<file path="src/rtl/input_conditioner_pkg.sv">
// Shared channel state encoding and timing constants for the button input front end.
// DEF_* values target a 50 MHz clock; SIM_* values shrink timing for simulation.
package input_conditioner_pkg;

  typedef enum logic [2:0] {
    ST_IDLE       = 3'd0,
    ST_PRESS_DB   = 3'd1,
    ST_HELD       = 3'd2,
    ST_REPEAT     = 3'd3,
    ST_RELEASE_DB = 3'd4
  } chan_state_t;

  localparam int DEF_DEBOUNCE_CYCLES = 500000;
  localparam int DEF_DAS_DELAY       = 8333333;
  localparam int DEF_DAS_REPEAT      = 2500000;
  localparam int DEF_CNT_W           = 24;

  localparam int SIM_DEBOUNCE_CYCLES = 4;
  localparam int SIM_DAS_DELAY       = 10;
  localparam int SIM_DAS_REPEAT      = 3;
  localparam int SIM_CNT_W           = 8;

  // A channel counts as engaged from accepted press until its release is confirmed.
  function automatic logic is_engaged(chan_state_t s);
    return (s == ST_HELD) || (s == ST_REPEAT) || (s == ST_RELEASE_DB);
  endfunction

endpackage

</file>
<file path="src/rtl/input_conditioner_if.sv">
// Raw button levels, acks and conditioned command outputs between board pins and game control.
interface input_conditioner_if;
  logic raw_left;
  logic raw_right;
  logic raw_rotate;
  logic raw_go;
  logic left_ack;
  logic right_ack;
  logic rotate_ack;
  logic left;
  logic right;
  logic rotate;
  logic go;

  modport master (
    output raw_left, raw_right, raw_rotate, raw_go,
    output left_ack, right_ack, rotate_ack,
    input  left, right, rotate, go
  );

  modport slave (
    input  raw_left, raw_right, raw_rotate, raw_go,
    input  left_ack, right_ack, rotate_ack,
    output left, right, rotate, go
  );
endinterface

</file>
<file path="src/rtl/input_conditioner_button_channel.sv">
// One button: 2-flop synchroniser, debounce FSM with saturating counter and optional auto-repeat.
// tick is a single-cycle pulse issued on the edge that accepts a press or repeat.
module button_channel
  import input_conditioner_pkg::*;
#(
  parameter int DEBOUNCE_CYCLES = DEF_DEBOUNCE_CYCLES,
  parameter int DAS_DELAY       = DEF_DAS_DELAY,
  parameter int DAS_REPEAT      = DEF_DAS_REPEAT,
  parameter int CNT_W           = DEF_CNT_W,
  parameter bit REPEAT_EN       = 1'b0
) (
  input  logic        clk,
  input  logic        reset,
  input  logic        raw,
  output logic        tick,
  output chan_state_t state
);

  localparam logic [CNT_W-1:0] DB_LAST  = CNT_W'(DEBOUNCE_CYCLES - 1);
  localparam logic [CNT_W-1:0] DAS_LAST = CNT_W'(DAS_DELAY - 1);
  localparam logic [CNT_W-1:0] REP_LAST = CNT_W'(DAS_REPEAT - 1);
  localparam logic [CNT_W-1:0] CNT_MAX  = {CNT_W{1'b1}};

  logic             sync_meta;
  logic             sync_lvl;
  chan_state_t      state_nxt;
  logic [CNT_W-1:0] cnt;
  logic [CNT_W-1:0] cnt_nxt;
  logic             from_repeat;
  logic             from_repeat_nxt;

  always_ff @(posedge clk or posedge reset) begin
    if (reset) begin
      sync_meta <= 1'b0;
      sync_lvl  <= 1'b0;
    end else begin
      sync_meta <= raw;
      sync_lvl  <= sync_meta;
    end
  end

  always_ff @(posedge clk or posedge reset) begin
    if (reset) begin
      state       <= ST_IDLE;
      cnt         <= '0;
      from_repeat <= 1'b0;
    end else begin
      state       <= state_nxt;
      cnt         <= cnt_nxt;
      from_repeat <= from_repeat_nxt;
    end
  end

  always_comb begin
    state_nxt       = state;
    tick            = 1'b0;
    from_repeat_nxt = from_repeat;
    case (state)
      ST_IDLE: begin
        if (sync_lvl) state_nxt = ST_PRESS_DB;
      end
      ST_PRESS_DB: begin
        if (!sync_lvl) begin
          state_nxt = ST_IDLE;
        end else if (cnt == DB_LAST) begin
          state_nxt = ST_HELD;
          tick      = 1'b1;
        end
      end
      ST_HELD: begin
        if (!sync_lvl) begin
          state_nxt       = ST_RELEASE_DB;
          from_repeat_nxt = 1'b0;
        end else if (REPEAT_EN && (cnt == DAS_LAST)) begin
          state_nxt = ST_REPEAT;
          tick      = 1'b1;
        end
      end
      ST_REPEAT: begin
        if (!sync_lvl) begin
          state_nxt       = ST_RELEASE_DB;
          from_repeat_nxt = 1'b1;
        end else if (cnt == REP_LAST) begin
          tick = 1'b1;
        end
      end
      ST_RELEASE_DB: begin
        // A bounce during release returns to wherever the hold was, keeping repeat cadence mode.
        if (sync_lvl) begin
          state_nxt = from_repeat ? ST_REPEAT : ST_HELD;
        end else if (cnt == DB_LAST) begin
          state_nxt = ST_IDLE;
        end
      end
      default: begin
        state_nxt = ST_IDLE;
      end
    endcase
  end

  always_comb begin
    cnt_nxt = cnt;
    if ((state_nxt != state) || tick || (state == ST_IDLE)) begin
      cnt_nxt = '0;
    end else if (cnt != CNT_MAX) begin
      cnt_nxt = cnt + CNT_W'(1);
    end
  end

endmodule

</file>
<file path="src/rtl/input_conditioner.sv">
// Four debounced button channels feeding sticky left/right/rotate request flags and a go level.
// Flags set on channel ticks, clear on ack; simultaneous left+right hold blanks both.
module input_conditioner
  import input_conditioner_pkg::*;
#(
  parameter int DEBOUNCE_CYCLES = DEF_DEBOUNCE_CYCLES,
  parameter int DAS_DELAY       = DEF_DAS_DELAY,
  parameter int DAS_REPEAT      = DEF_DAS_REPEAT,
  parameter int CNT_W           = DEF_CNT_W
) (
  input logic                 clk,
  input logic                 reset,
  input_conditioner_if.slave  io
);

  chan_state_t left_st;
  chan_state_t right_st;
  chan_state_t rotate_st;
  chan_state_t go_st;
  logic        left_tick;
  logic        right_tick;
  logic        rotate_tick;
  logic        go_tick;
  logic        conflict;
  logic        left_flag;
  logic        right_flag;
  logic        rotate_flag;

  button_channel #(
    .DEBOUNCE_CYCLES(DEBOUNCE_CYCLES), .DAS_DELAY(DAS_DELAY),
    .DAS_REPEAT(DAS_REPEAT), .CNT_W(CNT_W), .REPEAT_EN(1'b1)
  ) u_left (
    .clk(clk), .reset(reset), .raw(io.raw_left), .tick(left_tick), .state(left_st)
  );

  button_channel #(
    .DEBOUNCE_CYCLES(DEBOUNCE_CYCLES), .DAS_DELAY(DAS_DELAY),
    .DAS_REPEAT(DAS_REPEAT), .CNT_W(CNT_W), .REPEAT_EN(1'b1)
  ) u_right (
    .clk(clk), .reset(reset), .raw(io.raw_right), .tick(right_tick), .state(right_st)
  );

  button_channel #(
    .DEBOUNCE_CYCLES(DEBOUNCE_CYCLES), .DAS_DELAY(DAS_DELAY),
    .DAS_REPEAT(DAS_REPEAT), .CNT_W(CNT_W), .REPEAT_EN(1'b0)
  ) u_rotate (
    .clk(clk), .reset(reset), .raw(io.raw_rotate), .tick(rotate_tick), .state(rotate_st)
  );

  button_channel #(
    .DEBOUNCE_CYCLES(DEBOUNCE_CYCLES), .DAS_DELAY(DAS_DELAY),
    .DAS_REPEAT(DAS_REPEAT), .CNT_W(CNT_W), .REPEAT_EN(1'b0)
  ) u_go (
    .clk(clk), .reset(reset), .raw(io.raw_go), .tick(go_tick), .state(go_st)
  );

  // Channels keep timing through a conflict; only their effect on the flags is masked.
  assign conflict = is_engaged(left_st) && is_engaged(right_st);

  always_ff @(posedge clk or posedge reset) begin
    if (reset) begin
      left_flag   <= 1'b0;
      right_flag  <= 1'b0;
      rotate_flag <= 1'b0;
    end else begin
      if (conflict)          left_flag <= 1'b0;
      else if (left_tick)    left_flag <= 1'b1;
      else if (io.left_ack)  left_flag <= 1'b0;

      if (conflict)          right_flag <= 1'b0;
      else if (right_tick)   right_flag <= 1'b1;
      else if (io.right_ack) right_flag <= 1'b0;

      if (rotate_tick)        rotate_flag <= 1'b1;
      else if (io.rotate_ack) rotate_flag <= 1'b0;
    end
  end

  assign io.left   = left_flag;
  assign io.right  = right_flag;
  assign io.rotate = rotate_flag;
  assign io.go     = (go_st == ST_HELD) || (go_st == ST_RELEASE_DB);

  go_press_raises_go: assert property (@(posedge clk) disable iff (reset) go_tick |=> io.go);

endmodule

</file>
<file path="src/flat_wrapper.sv">
// flat-port wrapper written by rule: the top's interface ports become plain ports
module input_conditioner_flat import input_conditioner_pkg::*;
#(
  parameter int DEBOUNCE_CYCLES = DEF_DEBOUNCE_CYCLES,
  parameter int DAS_DELAY       = DEF_DAS_DELAY,
  parameter int DAS_REPEAT      = DEF_DAS_REPEAT,
  parameter int CNT_W           = DEF_CNT_W
)
  (clk, reset, io_raw_left, io_raw_right, io_raw_rotate, io_raw_go, io_left_ack, io_right_ack, io_rotate_ack, io_left, io_right, io_rotate, io_go);
  input_conditioner_if io_i ();
  input logic clk;
  input logic reset;
  input wire logic [$bits(io_i.raw_left)-1:0] io_raw_left;
  input wire logic [$bits(io_i.raw_right)-1:0] io_raw_right;
  input wire logic [$bits(io_i.raw_rotate)-1:0] io_raw_rotate;
  input wire logic [$bits(io_i.raw_go)-1:0] io_raw_go;
  input wire logic [$bits(io_i.left_ack)-1:0] io_left_ack;
  input wire logic [$bits(io_i.right_ack)-1:0] io_right_ack;
  input wire logic [$bits(io_i.rotate_ack)-1:0] io_rotate_ack;
  output wire logic [$bits(io_i.left)-1:0] io_left;
  output wire logic [$bits(io_i.right)-1:0] io_right;
  output wire logic [$bits(io_i.rotate)-1:0] io_rotate;
  output wire logic [$bits(io_i.go)-1:0] io_go;
  assign io_i.raw_left = io_raw_left;
  assign io_i.raw_right = io_raw_right;
  assign io_i.raw_rotate = io_raw_rotate;
  assign io_i.raw_go = io_raw_go;
  assign io_i.left_ack = io_left_ack;
  assign io_i.right_ack = io_right_ack;
  assign io_i.rotate_ack = io_rotate_ack;
  assign io_left = io_i.left;
  assign io_right = io_i.right;
  assign io_rotate = io_i.rotate;
  assign io_go = io_i.go;
  input_conditioner #(.DEBOUNCE_CYCLES(DEBOUNCE_CYCLES), .DAS_DELAY(DAS_DELAY), .DAS_REPEAT(DAS_REPEAT), .CNT_W(CNT_W)) u_core (.clk(clk), .reset(reset), .io(io_i));
endmodule
</file>
<file path="config.mk">
export PLATFORM = sky130hd
export DESIGN_NAME = input_conditioner_flat
export DESIGN_NICKNAME = d
export VERILOG_FILES = /design/src/rtl/input_conditioner_pkg.sv /design/src/rtl/input_conditioner_if.sv /design/src/rtl/input_conditioner_button_channel.sv /design/src/rtl/input_conditioner.sv /design/src/flat_wrapper.sv
export SDC_FILE = /design/constraint.sdc
export NUM_CORES = 1
export LEC_CHECK = 0
export ABC_AREA = 1
export CELL_PAD_IN_SITES_DETAIL_PLACEMENT = 1
export CELL_PAD_IN_SITES_GLOBAL_PLACEMENT = 1
export CORE_ASPECT_RATIO = 0.6
export CORE_MARGIN = 10
export CORE_UTILIZATION = 36
export DETAILED_ROUTE_END_ITERATION = 8
export PLACE_DENSITY_LB_ADDON = 0.1
export SLEW_MARGIN = 20
export SYNTH_ARGS = -nofsm -noshare
export SYNTH_HDL_FRONTEND = slang
export SYNTH_SLANG_ARGS = --single-unit
</file>
<file path="constraint.sdc">
create_clock -name clk -period 10 [get_ports clk]
set_input_delay 1 -clock clk [delete_from_list [all_inputs] [get_ports clk]]
set_output_delay 1 -clock clk [all_outputs]
set_load 0.005 [all_outputs]
</file>
### Yosys cells after proc, flatten, opt, wreduce, memory -nomap -nowiden

Cells that the tools add are included.

| cells by class | value |
|---|---|
| add/subtract/negate cells | 4 |
| equal/unequal tests | 42 |
| multiplexer cells | 88 |
| reductions and logical operators | 35 |

Operators with widths:

| operator | number |
|---|---|
| $mux 24 | 8 |
| $add 24x1->24 const B | 4 |
| $eq 24x19->1 const B | 4 |
| $eq 24x22->1 const B | 4 |
| $ne 24x24->1 const B | 4 |
| $mux 3 | 28 |
| $eq 24x23->1 const B | 2 |
| $mux 1 | 40 |
| $pmux 3 s5 | 2 |
| $eq 3x2->1 const B | 8 |
| $pmux 3 s4 | 2 |
| $reduce_bool 2->1 | 9 |
| $ne 2x2->1 const B | 8 |
| $logic_or 1x1->1 | 13 |
| $eq 3x1->1 const B | 4 |
| $eq 3x3->1 const B | 4 |
| $logic_not 3->1 | 4 |
| $ne 3x3->1 | 4 |
| $pmux 1 s2 | 6 |
| $reduce_and 3->1 | 4 |
| $pmux 1 s3 | 2 |
| $reduce_bool 3->1 | 2 |
| $reduce_or 2->1 | 2 |
| $logic_and 1x1->1 | 1 |

| word-level totals | value |
|---|---|
| register bits after elaboration | 123 |
| input bits | 9 |
| output and inout port bits | 4 |
| logic and storage cells | 192 |

### Longest topological paths before layout

| depth | value |
|---|---|
| word-level depth | 8 |
| gate-level depth with buffers | 15 |
| depth with buffers taken out | 14 |

### By module

A second synthesis with hierarchy kept.

| unflattened totals | value |
|---|---|
| cell total of the unflattened synthesis | 1258 |
| area total of the unflattened synthesis | 8478.1 um2 |

Modules (own cells, without submodules):

| module | instances | cells an instance | area each (um2) | seq. area each (um2) |
|---|---|---|---|---|
| button_channel (u_core.u_left ...) | 2 | 319 | 2158.3 | 750.7 |
| button_channel (u_core.u_go) | 1 | 298 | 1998.2 | 750.7 |
| button_channel (u_core.u_rotate) | 1 | 298 | 1995.7 | 750.7 |
| input_conditioner | 1 | 24 | 167.7 | 75.1 |

### Worst setup path before layout

No wires, ideal clock.

| path | value |
|---|---|
| path type | flip-flop to flip-flop |
| start | register u_core.u_rotate.cnt[0] |
| end | register u_core.u_rotate.cnt[12] |
| arrival time | 1.686 ns |
| slack | 8.194 ns |
| cell stages (with the launch flop) | 14 |
| cell sequence | dfrtp_1 > ha_1 > nand3_1 > inv_1 > nand2_1 > nor2_2 > nand3_1 > nand3_1 > nand2_1 > nand2_1 > nand2_2 > nand2_1 > buf_4 > nor2_1 |

| between the ends | value |
|---|---|
| longest elaborated chain between the ends | 8 |
| elaborated cells on any way between the ends | 20 |
| classes of those cells | 1 x add/sub; 4 x eq/ne; 12 x mux; 3 x reduce/logical |

RTL lines:

| what | line | source |
|---|---|---|
| start, declared | input_conditioner_button_channel.sv:27 | `logic [CNT_W-1:0] cnt;` |
| start signal, assigned | input_conditioner_button_channel.sv:49 | `cnt <= cnt_nxt;` |
| $eq 24x19->1 (*) | input_conditioner_button_channel.sv:65, input_conditioner_button_channel.sv:91 |  |
| $mux 3, on equally long branches | input_conditioner_button_channel.sv:91, input_conditioner_button_channel.sv:65 |  |
| $mux 3, on equally long branches | input_conditioner_button_channel.sv:89, input_conditioner_button_channel.sv:63 |  |
| $pmux 3 s4 (*) | input_conditioner_button_channel.sv:58 | `case (state)` |
| net u_core.u_rotate.state_nxt[0] | input_conditioner_button_channel.sv:26 | `chan_state_t state_nxt;` |
| $ne 3x3->1 (*) | input_conditioner_button_channel.sv:103 | `if ((state_nxt != state) \|\| tick \|\| (state == ST_IDLE)) begin` |
| $logic_or 1x1->1 (*) (2 in a row) | input_conditioner_button_channel.sv:103 |  |
| $mux 24 / $reduce_bool 2->1 (equally long branches) | n/a |  |

Mark *: on every way through the listed nets, which the timed path passes. The rest lies on a longest branch. The select of a mux whose other input is x is not followed.
A chain may end at the register's enable or synchronous reset.

### Worst setup path in the final report

| path | value |
|---|---|
| start | register u_core.u_go.state[0] |
| end | output port io_go |

| between the ends | value |
|---|---|
| longest elaborated chain between the ends | 2 |
| elaborated cells on any way between the ends | 3 |
| classes of those cells | 2 x eq/ne; 1 x reduce/logical |

RTL lines:

| what | line | source |
|---|---|---|
| start, declared | input_conditioner_button_channel.sv:16 | `output chan_state_t state` |
| start signal, assigned | input_conditioner_button_channel.sv:48 | `state <= state_nxt;` |
| $eq 3x2->1 / $eq 3x3->1 (equally long branches) | input_conditioner.sv:82 | `assign io.go = (go_st == ST_HELD) \|\| (go_st == ST_RELEASE_DB);` |
| $logic_or 1x1->1 (*) | input_conditioner.sv:82 |  |
| end, declared | flat_wrapper.sv:23 | `output wire logic [$bits(io_i.go)-1:0] io_go;` |

Mark *: on every way between the ends. The rest lies on a longest branch, timed or not.

==> qor.yml <==
synth_top_family_by_area: "simple AND/OR/NAND/NOR gates"
ys_seq_area_share_pct: 39.18
drv_cap: 0
grt_pass1_wl_um: 39840
core-area_um2: 21240
post_cts_buffers: 0
rsz0062_at_grt: "no"
yosys-mux-area-fraction_pct: 0
drive_gt1_share_pct: 8.115
fillers: 2713
clk_pin_slew_ns: 0.06
r2r_slack_ns: 7.35
numCtsBuffers: 17
syn_inst: 1116
slew_viol_final: 0
cp_slowest_cell: "clkdlybuf4s50_1"
drcViolationCount: 0
syn_avg_cell_area_um2: 7.039
syn_to_final_growth_pct: 11.56
htree_num_levels: 4
fmax_mhz: 347.7
cts_tree: "built"
wire_per_inst_um: 16.54
via_count: 7336
clock-skew-final_ns: 0.01756
critPathMaxFanout: 6
dpl.cell_count: 1394
rows: 41
antenna_found_initial: 0
grt-ovfl-total: 0
dieWidth_um: 210.7
postRouteAntennaNets: 0
leakagePower_nw: 3.633
post-route-period-util_pct: 28.76
synthesis.nets: 1131
async_flop_share_pct: 100.0
grt_max_degree: 66
timing.hold.ws_ns: 0.3498
synthXorXnorAreaFrac_pct: 4.779
path_buf_inv: 1
cp-end-kind: "output port"
drtPass1Iterations: 5
critical_path.max_stage_delay_ns: 0.52
relSlewSlack_pct: 42.91
cts_repair_resize_count: 0
crit_chain: "nor2_1 -> nand2_1 -> a21oi_1 -> clkdlybuf4s50_1"
postLayoutCellArea_um2: 8763
cp_top_family: "buffers and inverters"
worst-setup-path-type: "reg -> out"
fp.dieH_um: 134.4
yosys_register_bits: 123
nets: 1149
yosys_warnings: 0
synth_adder_area_share_pct: 0.9557
synth_edf_count: 0
diodes: 0
final_cells: 1425
ios: 13
synth_simple_gate_area_share_pct: 39.79
hold_viol: 0
grt_usage_pct: 17.40
cts-root-buf: "clkbuf_16"
insertion_delay_ns: 0.44
wirelength_um: 23570
dieArea_um2: 28320
syn_area_um2: 7855
start_kind: "flip-flop"
setup_tns_ns: 0
ys_types: 43
clockBufferDepth: 2
worstMarginPinSlew_ns: 0.8542
start_util_pct: 36.99
cts_sinks: 123
arrival_ns: 1.88
power.density_nw_per_um2: 129.5
ir_worst_vdd_uv: 114.1
grt_pass1_vias: 7307
postCtsHoldBufs: 0
vias_per_cell: 5.148
setup_ws_ns: 7.124
dp_slack_ns: 7.172
setup-violations-final: 0
port_buffers: 12
min_path_type: "reg -> reg"
hpwlAfterDp_um: 17910
place_area_um2: 8238
initialDrtViolationCount: 569
synthFlopType: "dfrtp_1"
synth_compound_area_share_pct: 6.196
period_needed_ns: 2.876
outcome: "completed"
gp_congestion: 0.8844
cp.required_ns: 9.00
==> cells in the mapped netlist, types with 2 or more instances <==
cell type | count | area [um^2]
nor4_1 | 14 | 87.58
nand2_2 | 12 | 75.07
inv_2 | 4 | 15.01
ha_1 | 6 | 75.07
inv_1 | 160 | 600.6
nand3_2 | 3 | 30.03
buf_2 | 6 | 30.03
nand3b_1 | 7 | 52.55
o22ai_1 | 8 | 50.05
buf_4 | 2 | 15.01
xor2_1 | 34 | 297.8
nor3b_1 | 2 | 15.01
nor2_1 | 180 | 675.7
o21ai_0 | 39 | 195.2
buf_6 | 4 | 45.04
dfrtp_1 | 123 | 3078
nand2_1 | 228 | 855.8
nand3_1 | 97 | 485.5
nor3_1 | 50 | 250.2
nand4_1 | 43 | 269.0
a21oi_1 | 33 | 165.2
xnor2_1 | 7 | 61.31
nor2_4 | 5 | 56.30
nor2_2 | 27 | 168.9
nor3_2 | 4 | 40.04
==> kinds of logic after synthesis <==
kind of cell,Yosys count
xor gates and xnor gates,42
DFF,123
buffers and inverters,178
and+or+nand+nor,677
AOI/OAI and AO/OA,90
adders and majority gates,6
==> registers in the layout, summed over array words and instances, names as in the netlist, 3 cells and up <==
name	flops
u_core.u_go.cnt	24
u_core.u_go.state	3
u_core.u_left.cnt	24
u_core.u_left.state	3
u_core.u_right.cnt	24
u_core.u_right.state	3
u_core.u_rotate.cnt	24
u_core.u_rotate.state	3
==> layout by cell type, fill, tap and decap left out, types with 5 or more instances in the layout <==
cell type	Yosys	layout
ha_1	6	6
nor2_2	27	27
nor3_1	50	50
nand3b_1	7	7
dfrtp_1	123	123
nor4_1	14	14
inv_1	160	159
nand2_2	12	12
xnor2_1	7	7
xor2_1	34	34
nand4_1	43	43
clkbuf_16	0	17
clkinv_2	0	5
a21oi_1	33	33
nor2_1	180	180
nand2_1	228	228
o22ai_1	8	8
nand3_1	97	97
nor2_4	5	5
o21ai_0	39	39
clkdlybuf4s50_1	0	12
==> where the power goes <==
group	leakage [nW]	switching (mW)	total, mW	internal (mW)
Clock	0.255	0.252	0.567	0.315
Combinational	1.69	0.0423	0.0567	0.0144
Sequential	1.69	0.00714	0.511	0.504
Total	3.63	0.302	1.13	0.833
==> per-stage QoR <==
step	power, mW	util (%)
floorplan	0.5626	-
global placement	0.5772	38.79
detailed placement	0.5782	38.79
CTS	1.156	41.26
global route	1.184	41.26
finish	1.135	41.26
==> metal layers <==
| layer | wire length, um | GRT usage (%) | vias to the layer above |
|---|---|---|---|
| met5 | 0 | 0 | - |
| met4 | 125 | 3.644 | 0 |
| met3 | 1180 | 4.071 | 10 |
| met2 | 8453 | 21.17 | 130 |
| met1 | 13810 | 28.62 | 3543 |
| li1 | - | - | 3653 |
==> final cells by class <==
cell class	count	area [um^2]	share of cell area (%)
repair buffers	13	127.6	1.456
clock inverters	14	100.1	1.142
flip-flops and latches	123	3078	35.12
multi-input cells	815	4063	46.36
inverters	164	620.6	7.082
clock buffers	17	425.4	4.854
well taps	279	349.1	3.983
==> path summary, 6_finish.rpt <==
path | start | to | cells after the start
setup / recovery | u_core.u_go.state[0] | io_go | 4
hold / removal | u_core.u_go.sync_meta | u_core.u_go.sync_lvl | 0
setup reg to reg | u_core.u_rotate.cnt[0] | u_core.u_rotate.cnt[7] | 12
hold reg to reg | u_core.u_go.sync_meta | u_core.u_go.sync_lvl | 0
max in group asynchronous | reset | u_core.u_left.state[0] | 3
min in group asynchronous | reset | u_core.u_right.cnt[14] | 2
No activity file was read; power rests on OpenSTA's default activity.
